<file path="config.mk">
export PLATFORM = sky130hd
export DESIGN_NAME = xor_accumulator_flat
export DESIGN_NICKNAME = d
export VERILOG_FILES = /design/src/rtl/xor_pkg.sv /design/src/rtl/xor_accumulator_if.sv /design/src/rtl/xor_parity.sv /design/src/rtl/xor_accumulator.sv /design/src/flat_wrapper.sv
export SDC_FILE = /design/constraint.sdc
export NUM_CORES = 1
export LEC_CHECK = 0
export ABC_AREA = 1
export BUFFER_PORTS_ARGS = -buffer_cell sky130_fd_sc_hd__buf_2
export CORE_MARGIN = 5
export CORE_UTILIZATION = 55
export DETAILED_ROUTE_END_ITERATION = 16
export PLACE_DENSITY = 0.81
export SYNTH_ARGS = -nofsm -noshare
export SYNTH_HDL_FRONTEND = slang
export SYNTH_SLANG_ARGS = --single-unit
</file>
<file path="constraint.sdc">
create_clock -name clk -period 2.2 [get_ports clk]
set_input_delay 0.11 -clock clk [delete_from_list [all_inputs] [get_ports clk]]
set_output_delay 0.11 -clock clk [all_outputs]
set_load 0.05 [all_outputs]
</file>
<file path="src/rtl/xor_pkg.sv">
// Shared types and constants for the xor_accumulator block.
package xor_pkg;

  typedef enum logic {
    IDLE = 1'b0,
    ACC  = 1'b1
  } state_t;

  localparam logic MODE_PAIR = 1'b0;
  localparam logic MODE_ACC  = 1'b1;

endpackage

</file>
<file path="src/rtl/xor_accumulator_if.sv">
// Operand/result stream bundle for xor_accumulator; master drives beats and consumes results.
interface xor_accumulator_if #(
  parameter int WIDTH = 8,
  parameter int CNT_W = 8
);
  logic [WIDTH-1:0] a;
  logic [WIDTH-1:0] b;
  logic             mode;
  logic             in_last;
  logic             in_valid;
  logic             in_ready;
  logic [WIDTH-1:0] y;
  logic             par;
  logic [CNT_W-1:0] cnt;
  logic             out_valid;
  logic             out_ready;

  modport master (
    output a, b, mode, in_last, in_valid, out_ready,
    input  in_ready, y, par, cnt, out_valid
  );

  modport slave (
    input  a, b, mode, in_last, in_valid, out_ready,
    output in_ready, y, par, cnt, out_valid
  );
endinterface

</file>
<file path="src/rtl/xor_parity.sv">
// XOR-reduction of a WIDTH-bit word: par = 1 when the word has an odd number of ones.
module xor_parity #(
  parameter int WIDTH = 8
) (
  input  logic [WIDTH-1:0] data,
  output logic             par
);

  assign par = ^data;

endmodule

</file>
<file path="src/rtl/xor_accumulator.sv">
// Registered pairwise / framed-accumulate XOR engine with valid/ready on both sides.
// Build option: define XOR_ACC_PARITY_EN to compute PAR; otherwise PAR is tied to 0.
//
// state | meaning
// IDLE  | no accumulate frame open; pairwise and single-beat frames complete here
// ACC   | accumulate frame open; acc/count hold the partial result
module xor_accumulator
  import xor_pkg::*;
#(
  parameter int WIDTH = 8,
  parameter int CNT_W = 8
) (
  input logic         clk,
  input logic         rst_n,
  xor_accumulator_if.slave bus
);

  localparam logic [CNT_W-1:0] CNT_MAX = '1;
  localparam logic [CNT_W-1:0] CNT_ONE = CNT_W'(1);

  state_t           state_q, state_d;
  logic [WIDTH-1:0] acc_q, acc_d;
  logic [CNT_W-1:0] count_q, count_d;
  logic [WIDTH-1:0] y_q, y_d;
  logic [CNT_W-1:0] cnt_q, cnt_d;
  logic             out_valid_q, out_valid_d;

  logic             in_ready;
  logic             accept;
  logic [WIDTH-1:0] beat_x;
  logic [CNT_W-1:0] count_inc;

  // Ready never looks at in_valid, so upstream can't form a combinational loop through us.
  assign in_ready  = !out_valid_q || bus.out_ready;
  assign accept    = bus.in_valid && in_ready;
  assign beat_x    = bus.a ^ bus.b;
  assign count_inc = (count_q == CNT_MAX) ? count_q : count_q + CNT_ONE;

  always_ff @(posedge clk or negedge rst_n) begin
    if (!rst_n) begin
      state_q     <= IDLE;
      acc_q       <= '0;
      count_q     <= '0;
      y_q         <= '0;
      cnt_q       <= '0;
      out_valid_q <= 1'b0;
    end else begin
      state_q     <= state_d;
      acc_q       <= acc_d;
      count_q     <= count_d;
      y_q         <= y_d;
      cnt_q       <= cnt_d;
      out_valid_q <= out_valid_d;
    end
  end

  always_comb begin
    state_d     = state_q;
    acc_d       = acc_q;
    count_d     = count_q;
    y_d         = y_q;
    cnt_d       = cnt_q;
    out_valid_d = out_valid_q && !bus.out_ready;

    if (accept) begin
      unique case (state_q)
        IDLE: begin
          if (bus.mode == MODE_PAIR || bus.in_last) begin
            y_d         = beat_x;
            cnt_d       = CNT_ONE;
            out_valid_d = 1'b1;
          end else begin
            acc_d   = beat_x;
            count_d = CNT_ONE;
            state_d = ACC;
          end
        end
        ACC: begin
          // mode is deliberately ignored once a frame is open
          if (!bus.in_last) begin
            acc_d   = acc_q ^ beat_x;
            count_d = count_inc;
          end else begin
            y_d         = acc_q ^ beat_x;
            cnt_d       = count_inc;
            out_valid_d = 1'b1;
            acc_d       = '0;
            count_d     = '0;
            state_d     = IDLE;
          end
        end
        default: state_d = IDLE;
      endcase
    end
  end

`ifdef XOR_ACC_PARITY_EN
  logic par_d;
  logic par_q;

  // Parity follows y_d so it is always registered together with the value it describes.
  xor_parity #(.WIDTH(WIDTH)) u_parity (
    .data (y_d),
    .par  (par_d)
  );

  always_ff @(posedge clk or negedge rst_n) begin
    if (!rst_n) begin
      par_q <= 1'b0;
    end else begin
      par_q <= par_d;
    end
  end

  assign bus.par = par_q;
`else
  assign bus.par = 1'b0;
`endif

  assign bus.in_ready  = in_ready;
  assign bus.y         = y_q;
  assign bus.cnt       = cnt_q;
  assign bus.out_valid = out_valid_q;

endmodule
</file>
<file path="src/flat_wrapper.sv">
// flat-port wrapper written by rule: the top's interface ports become plain ports
module xor_accumulator_flat import xor_pkg::*;
#(
  parameter int WIDTH = 8,
  parameter int CNT_W = 8
)
  (clk, rst_n, bus_a, bus_b, bus_mode, bus_in_last, bus_in_valid, bus_out_ready, bus_in_ready, bus_y, bus_par, bus_cnt, bus_out_valid);
  xor_accumulator_if #(.WIDTH(WIDTH), .CNT_W(CNT_W)) bus_i ();
  input logic clk;
  input logic rst_n;
  input wire logic [$bits(bus_i.a)-1:0] bus_a;
  input wire logic [$bits(bus_i.b)-1:0] bus_b;
  input wire logic [$bits(bus_i.mode)-1:0] bus_mode;
  input wire logic [$bits(bus_i.in_last)-1:0] bus_in_last;
  input wire logic [$bits(bus_i.in_valid)-1:0] bus_in_valid;
  input wire logic [$bits(bus_i.out_ready)-1:0] bus_out_ready;
  output wire logic [$bits(bus_i.in_ready)-1:0] bus_in_ready;
  output wire logic [$bits(bus_i.y)-1:0] bus_y;
  output wire logic [$bits(bus_i.par)-1:0] bus_par;
  output wire logic [$bits(bus_i.cnt)-1:0] bus_cnt;
  output wire logic [$bits(bus_i.out_valid)-1:0] bus_out_valid;
  assign bus_i.a = bus_a;
  assign bus_i.b = bus_b;
  assign bus_i.mode = bus_mode;
  assign bus_i.in_last = bus_in_last;
  assign bus_i.in_valid = bus_in_valid;
  assign bus_i.out_ready = bus_out_ready;
  assign bus_in_ready = bus_i.in_ready;
  assign bus_y = bus_i.y;
  assign bus_par = bus_i.par;
  assign bus_cnt = bus_i.cnt;
  assign bus_out_valid = bus_i.out_valid;
  xor_accumulator #(.WIDTH(WIDTH), .CNT_W(CNT_W)) u_core (.clk(clk), .rst_n(rst_n), .bus(bus_i));
endmodule
</file>
==> summary.txt, run 1 <==
Synth
  – Largest family of logic cells by synthesized area: simple AND/OR/NAND/NOR gates
  – Synth unique cells: 24
  – Proportion of synthesized area in mux cells: 0
  – Post-synthesis sequential element count: 34
  – Yosys warns: 0
  – Ys async rst share: 1.00
  – Simple-gate share of the synthesized area: 0.263
  – Primary FF master, synth: dfrtp_1
  – Sequential share of the synthesized area: 0.490
  – XOR/XNOR Fraction of Synth Area: 0.0806
  – Gate Count Post-Synth: 207
  – Compound-Gate Fraction of Synth Area: 0.0907
  – Mapped Nets: 230
  – Netlist Area Pre-Place: 0.00174 mm^2
  – Synth Area in Adders: 0.00720
  – Post-synth EDFFs: 0
  – Avg Cell Area, Syn: 8.40 um^2

STA
  – RSZ-0062 raised after global routing: no
  – Tmin final: 1.49 ns
  – Slew Limit Headroom: 0.497
  – Worst Hold Slack: 0.0531 ns
  – Setup TNS Final: 0 ns
  – F_max: 0.673 GHz
  – Slew @ Worst Pin: 0.755 ns
  – Fin. Hold Viols: 0
  – Part of the cycle the worst path needs: 0.675
  – Final setup fails: 0
  – Fin. max-slew vios: 0
  – Worst Clk Skew: 0.0124 ns

Setup path
  – Worst R2R Path Depth: 4
  – Startpoint types: flip-flop
  – Worst endpoint data arrival time: 1.74 ns
  – Critical Path, Cell by Cell: o21ai_2 > nor2_4 > inv_1 > o21ai_0
  – WP depth: 4
  – CP Capture Type: flip-flop
  – Critical path buffers and inverters: 1
  – Slowest CP cell: dfrtp_1
  – CP max stage delay: 0.61 ns
  – Critical path type: reg2reg
  – Crit-path leading delay family: flip-flops
  – Worst Path Required: 2.45 ns
  – Crit-path max FO: 13

Cells and area
  – FILL cells: 288
  – # diodes: 0
  – Commonest non-fill, non-tap cells in the layout: 70 x nand2_1, 39 x buf_2, 34 x dfrtp_1
  – Layout area overhead: 16.8%
  – Most common cell after layout, fill and taps aside: nand2_1
  – Ratio of cells with drive above 1 in the final layout: 0.237
  – Fin nets: 271

Floorplanning
  – FP Rows: 20
  – Die Span Y: 66.2 um
  – Core footprint: 0.00305 mm^2
  – Initial Util: 0.569
  – IO Pins: 41
  – Die area: 0.00438 mm^2
  – Die Width: 66.2 um

Routing
  – Vias: 1477
  – Via-per-instance ratio: 5.04
  – Routed Wire Length: 3.61 mm
  – Final ANT Viol Nets: 0
  – Drc violations: 0
  – Initial drt markers: 81
  – DR WL/cell: 12.3 um
  – DR pass1 iterations: 4

Place
  – Port buffer count: 39
  – GP Congestion: 0.907
  – Hpwl dp: 2.55 mm

Power
  – Lkg Pwr: 1.03 nW
  – Share of power burned in registers: 0.446
  – Pint: 1.13 mW
  – Switching Share: 0.374
  – Worst vdd ir: 0.590 mV
  – NetSw: 0.675 mW
  – Pwr dens: 888 mW/mm^2
  – Combinational fraction of design power: 0.304
  – Clock power frac: 0.250

Clocking
  – Num CTS Buffers: 5
  – Clk buf depth: 2
  – Root buf cell: clkbuf_4
  – Clock transition at the registers of the reported paths: 0.10 ns
  – CTS Sinks: 34
  – CTS tree: yes
  – H-tree Lvls: 2
  – Skew-Pair Late Insertion Delay: 0.34 ns
  – Setup Buffers After CTS: 0

Global route
  – First-pass GRT wire length: 6.32 mm
  – Largest net degree at the start of global routing: 35
  – Initial antenna violation count: 0
  – Total grt overflow: 0
  – GRT Total Usage: 0.192
  – Vias in the first global route: 1449

Min path
  – Worst Hold Depth: 4
  – Hold WC Path Type: in2reg

Job
  – Max Cap Viol: 0

Outcome
  – Outcome: completed
Yosys cell counts, types with 2 or more instances:
cell,n,share of area
buf_2,4,0.012
buf_6,2,0.013
dfrtp_1,34,0.49
inv_1,14,0.030
inv_2,2,0.0043
nand2_1,70,0.15
nand2_2,2,0.0072
nand3_1,15,0.043
nand4_1,5,0.018
nor2_1,7,0.015
o21ai_0,13,0.037
o21ai_1,9,0.026
o21ai_2,4,0.020
xnor2_1,16,0.081
layer usage:
metal / GRT usage / part of all wire / vias up / wire, um
met3: 0.0629 / 0.055 / 5 / 200
met5: 0 / 0 / - / 0
li1: - / - / 744 / -
met1: 0.236 / 0.45 / 689 / 1630
met4: 0.0533 / 0.011 / 0 / 40
met2: 0.320 / 0.48 / 39 / 1730
final timing paths:
| kind | from | endpoint | slack [ns] |
|---|---|---|---|
| setup / recovery | u_core.state_q$_DFFE_PN0P_ | u_core.acc_q[1]$_DFFE_PN0P_ | 0.71 |
| hold / removal | bus_out_ready | u_core.bus.out_valid$_DFF_PN0_ | 0.05 |
| setup reg to reg | u_core.state_q$_DFFE_PN0P_ | u_core.acc_q[1]$_DFFE_PN0P_ | 0.71 |
| hold reg to reg | u_core.bus.cnt[7]$_DFFE_PN0P_ | u_core.bus.cnt[7]$_DFFE_PN0P_ | 0.48 |
| max in group asynchronous | rst_n | u_core.count_q[0]$_DFFE_PN0P_ | 1.35 |
| min in group asynchronous | rst_n | u_core.count_q[6]$_DFFE_PN0P_ | 0.37 |
per-stage QoR:
step	power [mW]	cell area, um^2	worst slack (ns)	instances	util
floorplan	1.23	1740	0.469	207	-
global placement	1.35	1950	0.741	284	0.637
detailed placement	1.37	1950	0.735	284	0.637
CTS	1.82	2030	0.703	293	0.665
global route	1.92	2030	0.531	293	0.665
finish	1.80	2030	0.714	293	0.665
kinds of logic after synthesis:
kind of cell | count (synthesis)
AO/OA/AOI/OAI | 28
XOR/XNOR | 16
adder cells (fa/ha/maj) | 1
buffers and inverters | 24
flip-flops | 34
other | 1
AND/OR/NAND/NOR | 103
flip-flops by register name (all words and copies together), names as in the netlist:
register,flops
u_core.count_q,8
u_core.bus.out_valid,1
u_core.state_q,1
u_core.bus.cnt,8
u_core.bus.y,8
u_core.acc_q,8
what timing repair did:
item / 4_1_cts / 5_1_grt
resized for setup: 0 / 0
endpoints found under the hold margin: 34 / 0
hold buffers: 1 / 0
worst reg2reg max path: stages, from the launching register on:
cell     delay, ns
dfrtp_1       0.61
o21ai_2       0.16
nor2_4        0.19
inv_1         0.21
o21ai_0       0.24
cell type report:
cell class | count | area (um^2) | share of cell area
clock inverter | 1 | 30.0 | 0.0148
clock buffer | 7 | 45.0 | 0.0222
tap | 44 | 55.1 | 0.0271
timing repair buffer | 41 | 213 | 0.105
multi-input combinational | 149 | 771 | 0.380
sequential | 34 | 851 | 0.419
inverter | 17 | 66.3 | 0.0327
power by group through the flow:
stage	Sequential (mW)	Clock, mW	Combinational [mW]
floorplan	0.988	0	0.239
global placement	0.808	0	0.542
detailed placement	0.817	0	0.550
CTS	0.806	0.457	0.555
global route	0.824	0.494	0.601
finish	0.805	0.450	0.548
Note: power is estimated with default switching activity, not from simulation.
==> inputs of run 2 (changes only) <==
--- a/config.mk
+++ b/config.mk
@@ -8,9 +8,9 @@
 export ABC_AREA = 1
 export BUFFER_PORTS_ARGS = -buffer_cell sky130_fd_sc_hd__buf_2
 export CORE_MARGIN = 5
-export CORE_UTILIZATION = 55
+export CORE_UTILIZATION = 53
 export DETAILED_ROUTE_END_ITERATION = 16
-export PLACE_DENSITY = 0.81
+export PLACE_DENSITY = 0.79
 export SYNTH_ARGS = -nofsm -noshare
 export SYNTH_HDL_FRONTEND = slang
 export SYNTH_SLANG_ARGS = --single-unit
==> constraint.sdc (replaced) <==
create_clock -name clk -period 1.4 [get_ports clk]
set_input_delay 0.07 -clock clk [delete_from_list [all_inputs] [get_ports clk]]
set_output_delay 0.07 -clock clk [all_outputs]
set_load 0.05 [all_outputs]
==> run 2 against run 1 <==
- first-iteration DRC count up 33%
- non-clock buffer count up 7
- clock power up 27%
- clock-buffer cell count unchanged
- final area up 5.2%
- sequential cell count unchanged
- global-route usage about the same
- core utilization up 2.4 points
- clock skew down 0.0023 ns
- critical endpoint is now u_core.count_q[0]$_DFFE_PN0P_
- largest cell class unchanged
- largest power group unchanged
==> summary.txt, run 2 (same netlist as run 1, synthesis figures left out) <==
Global route
  – GRT met2 Usage: 0.333
  – Initial antenna violation count: 0
  – Grt met3 use: 0.0399
  – Vias in the first global route: 1468
  – GRT Total Usage: 0.192
  – GR Layer Usage met1: 0.228
  – Total grt overflow: 0
  – Largest net degree at the start of global routing: 35
  – Most Crowded Layer GR: met2
  – First-pass GRT wire length: 6.49 mm

Place
  – GP Congestion: 0.853
  – Area after DPL: 0.00201 mm^2
  – Placed Cells incl. Taps: 289
  – Port buffer count: 39
  – Hpwl dp: 2.61 mm
  – Post-Place Setup Slack: -0.00449 ns

Clocking
  – Skew-Pair Late Insertion Delay: 0.34 ns
  – Clk buf depth: 2
  – Num CTS Buffers: 5
  – CTS Sinks: 34
  – Clock transition at the registers of the reported paths: 0.11 ns
  – Root buf cell: clkbuf_4
  – H-tree Lvls: 2
  – CTS tree: yes

Job
  – Max Cap Viol: 0

Setup path
  – Startpoint types: flip-flop
  – Crit-path max FO: 7
  – Worst endpoint data arrival time: 1.53 ns
  – Worst Path Required: 1.63 ns
  – Critical path type: reg2reg
  – CP Capture Type: flip-flop

Cells and area
  – FILL cells: 270
  – Ratio of cells with drive above 1 in the final layout: 0.289
  – # diodes: 0
  – Commonest non-fill, non-tap cells in the layout: 68 x nand2_1, 39 x buf_2, 33 x dfrtp_1
  – Post-Layout Cell Count: 300
  – Layout area overhead: 23.0%
  – Most common cell after layout, fill and taps aside: nand2_1
  – Final Cell Area: 0.00214 mm^2
  – Fin nets: 278

STA
  – Fin. max-slew vios: 0
  – Setup TNS Final: 0 ns
  – Part of the cycle the worst path needs: 0.930
  – Worst Hold Slack: 0.0361 ns
  – F_max: 0.768 GHz
  – Final setup fails: 0
  – Final WS setup: 0.0985 ns
  – Tmin final: 1.30 ns
  – Worst Clk Skew: 0.0101 ns
  – Fin. Hold Viols: 0

Outcome
  – Outcome: completed

Floorplanning
  – IO Pins: 41
  – Die Width: 67.3 um
  – Die area: 0.00452 mm^2
  – FP Rows: 20
  – Die Span Y: 67.3 um
  – Initial Util: 0.560
  – Core footprint: 0.00310 mm^2

Power
  – Pwr dens: 1310 mW/mm^2
  – Lkg Pwr: 1.10 nW
  – Worst vdd ir: 0.943 mV

Routing
  – Routed Wire Length: 3.78 mm
  – DR pass1 iterations: 4
  – Vias: 1489
  – Via-per-instance ratio: 4.96
  – Drc violations: 0
  – Initial drt markers: 108
  – Final ANT Viol Nets: 0
  – DR WL/cell: 12.6 um

Min path
  – Hold WC Path Type: in2reg
[run 2: cell type report]
type,count,area (um^2),area share
Clock buffer,7,55.1,0.0258
Clock inverter,1,5.00,0.00234
Inverter,17,66.3,0.0310
Multi-Input combinational cell,149,835,0.391
Sequential cell,34,852,0.399
Tap cell,44,55.1,0.0258
Timing Repair Buffer,48,269,0.126
[run 2: stage by stage]
step	util	total power [mW]
after floorplan	-	1.94
after global placement	0.648	2.16
after detailed placement	0.648	2.19
after CTS	0.673	2.78
after global routing	0.689	2.98
final	0.689	2.80
[run 2: worst paths after layout]
check / startpoint / to / slack (ns) / depth (start not counted)
min in group asynchronous: rst_n / u_core.bus.cnt[4]$_DFFE_PN0P_ / 0.27 / 3
max reg2reg: u_core.count_q[0]$_DFFE_PN0P_ / u_core.count_q[0]$_DFFE_PN0P_ / 0.1 / 8
max: u_core.count_q[0]$_DFFE_PN0P_ / u_core.count_q[0]$_DFFE_PN0P_ / 0.1 / 8
min reg2reg: u_core.bus.cnt[3]$_DFFE_PN0P_ / u_core.bus.cnt[3]$_DFFE_PN0P_ / 0.49 / 2
min: bus_out_ready / u_core.bus.out_valid$_DFF_PN0_ / 0.04 / 4
max in group asynchronous: rst_n / u_core.bus.y[0]$_DFFE_PN0P_ / 0.82 / 3
[run 2: power by group]
| part | total [mW] | switching (mW) | internal [mW] |
|---|---|---|---|
| logic | 0.967 | 0.667 | 0.300 |
| registers | 1.26 | 0.110 | 1.15 |
| clock network | 0.572 | 0.328 | 0.243 |
| total | 2.80 | 1.11 | 1.69 |
[run 2: metal layers]
metal	wire, um	up-vias
li1	-	762
met1	1630	681
met2	1900	38
met3	182	8
met4	78	0
met5	0	-
[run 2: timing repair]
action	in CTS	in global routing
endpoints found under the setup margin	5	15
pin swaps	0	2
hold endpoints to repair	34	0
buffers inserted	1	1
resized for setup	0	12
hold buffers	1	0
cloned	0	0
[run 2: critical path, stage by stage, from the launching register on]
cell and delay [ns]:
dfrtp_1 0.42, ha_4 0.17, nand2_4 0.06, nor2_4 0.17, nand2_4 0.11, nand2_2 0.07
nand3_1 0.07, nand2_1 0.06, o21ai_0 0.07
==> inputs of run 3 (changes only) <==
--- a/config.mk
+++ b/config.mk
@@ -8,9 +8,8 @@
 export ABC_AREA = 1
 export BUFFER_PORTS_ARGS = -buffer_cell sky130_fd_sc_hd__buf_2
 export CORE_MARGIN = 5
-export CORE_UTILIZATION = 53
+export CORE_UTILIZATION = 30
 export DETAILED_ROUTE_END_ITERATION = 16
-export PLACE_DENSITY = 0.79
 export SYNTH_ARGS = -nofsm -noshare
 export SYNTH_HDL_FRONTEND = slang
 export SYNTH_SLANG_ARGS = --single-unit
==> run 3 against run 2 <==
- sequential cell count unchanged
- hold slack improved by 0.057 ns
- clock skew decreased by 0.0045 ns
- final cell count increased by 9.7%
- combinational power decreased by 3.3%
- non-clock buffer count unchanged
- total power increased by 5.1%
- first-iteration DRC count decreased by 21%
- sequential share of layout area decreased by 1.0 points
- sequential power about the same
- clock-buffer cell count unchanged
- core utilization decreased by 29 points
- largest cell class unchanged
==> summary.txt, run 3 (same netlist as run 1, synthesis figures left out) <==
Routing
  – Top layer in use: met4
  – DR pass1 iterations: 4
  – Routed Wire Length: 3.92 mm
  – Vias: 1469
  – Wire length on met3: 248 um
  – Met1 WL: 1.78 mm
  – Final ANT Viol Nets: 0
  – Drc violations: 0
  – DR WL/cell: 11.9 um
  – Initial drt markers: 85
  – Via-per-instance ratio: 4.47
  – Routed wl met2: 1.83 mm

Global route
  – Largest net degree at the start of global routing: 28
  – Vias in the first global route: 1523
  – Initial antenna violation count: 0
  – GRT Total Usage: 0.119
  – Total grt overflow: 0
  – First-pass GRT wire length: 6.96 mm

Min path
  – Hold WC Path Type: in2reg
  – Worst Hold Depth: 4

STA
  – Fin. Hold Viols: 0
  – Fin. max-slew vios: 0
  – Setup TNS Final: 0 ns
  – Tmin final: 1.29 ns
  – Worst Hold Slack: 0.0927 ns
  – F_max: 0.774 GHz
  – Final setup fails: 0
  – RSZ-0062 raised after global routing: yes
  – Worst Clk Skew: 0.00565 ns
  – Final WS setup: 0.108 ns
  – Part of the cycle the worst path needs: 0.923

Floorplanning
  – Die Span Y: 86.1 um
  – Die area: 0.00741 mm^2
  – Core footprint: 0.00557 mm^2
  – FP Rows: 27
  – IO Pins: 41
  – Initial Util: 0.312
  – Die Width: 86.1 um

Cells and area
  – Layout area overhead: 26.3%
  – Most common cell after layout, fill and taps aside: nand2_1
  – Post-Layout Cell Count: 329
  – # diodes: 0
  – Final Cell Area: 0.00219 mm^2
  – Final Util: 0.394
  – Fin nets: 279
  – Ratio of cells with drive above 1 in the final layout: 0.288
  – Commonest non-fill, non-tap cells in the layout: 68 x nand2_1, 39 x buf_2, 33 x dfrtp_1

Place
  – Port buffer count: 39
  – Placed Cells incl. Taps: 317
  – Post-Place Setup Slack: -0.0250 ns
  – Area after DPL: 0.00204 mm^2
  – GP Congestion: 0.833
  – Hpwl dp: 2.79 mm

Setup path
  – Reg2Reg Setup Slack: 0.11 ns
  – Worst R2R Path Depth: 8
  – Crit-path max FO: 7
  – Worst Path Required: 1.57 ns
  – CP Capture Type: flip-flop
  – Worst endpoint data arrival time: 1.47 ns
  – Reg2reg end: u_core.count_q[0]$_DFFE_PN0P_
  – Worst R2R Start: u_core.count_q[0]$_DFFE_PN0P_
  – Startpoint types: flip-flop
  – Worst Setup SP: u_core.count_q[0]$_DFFE_PN0P_
  – Critical path type: reg2reg
  – Critical path endpoint: u_core.count_q[0]$_DFFE_PN0P_

Power
  – Pwr dens: 1340 mW/mm^2
  – Lkg Pwr: 1.11 nW
  – Total power: 2.94 mW
  – Worst vdd ir: 0.712 mV

Clocking
  – Skew-Pair Late Insertion Delay: 0.29 ns
  – Clock transition at the registers of the reported paths: 0.07 ns
  – H-tree Lvls: 2
  – CTS Sinks: 34
  – Clk buf depth: 2
  – Root buf cell: clkbuf_8
  – Num CTS Buffers: 5
  – CTS tree: yes

Outcome
  – Outcome: completed

Job
  – Max Cap Viol: 0
[run 3: worst min-delay path by stage]
stage / startpoint / endpoint / slack, ns
4_1_cts: bus_out_ready / u_core.bus.out_valid$_DFF_PN0_ / 0.09
2_1_floorplan: rst_n / u_core.acc_q[0]$_DFFE_PN0P_ / -0.23
3_5_place_dp: rst_n / u_core.count_q[4]$_DFFE_PN0P_ / 0.007
6_report: bus_out_ready / u_core.bus.out_valid$_DFF_PN0_ / 0.09
5_1_grt: bus_out_ready / u_core.bus.out_valid$_DFF_PN0_ / 0.12
3_3_place_gp: rst_n / u_core.count_q[4]$_DFFE_PN0P_ / 0.01
[run 3: power by group]
group          switching, mW  internal (mW)
combinational          0.653          0.282
clock                  0.357          0.397
sequential             0.100           1.15
[run 3: repair_timing]
action,4_1_cts,5_1_grt
cloned,0,1
endpoints found under the hold margin,14,0
gates resized for setup,1,9
setup buffers,1,1
hold buffers,1,0
endpoints found under the setup margin,2,21
pin swaps,0,1
[run 3: area by class of cell]
class / count / area [um^2]
fillers: 585 / 3380
flip-flops and latches: 34 / 852
multi-input cells: 149 / 818
repair buffers: 48 / 265
well taps: 72 / 90.1
clock buffers: 7 / 86.3
inverters: 17 / 70.1
repair inverters: 1 / 7.51
clock inverters: 1 / 5.00
[run 3: worst max-delay path, cell delays in order (launching register included)]
cell     delay [ns]
dfrtp_1        0.37
ha_2           0.22
nand2_4        0.07
nor2_4         0.14
nand2_4        0.10
nand2_2        0.07
nand3_1        0.08
nand2_1        0.07
o21ai_1        0.07
[run 3: layer usage]
metal	global-route usage	vias up
met2	0.199	38
met4	0.0547	0
met1	0.140	662
met3	0.0317	7
li1	-	762
met5	0	-
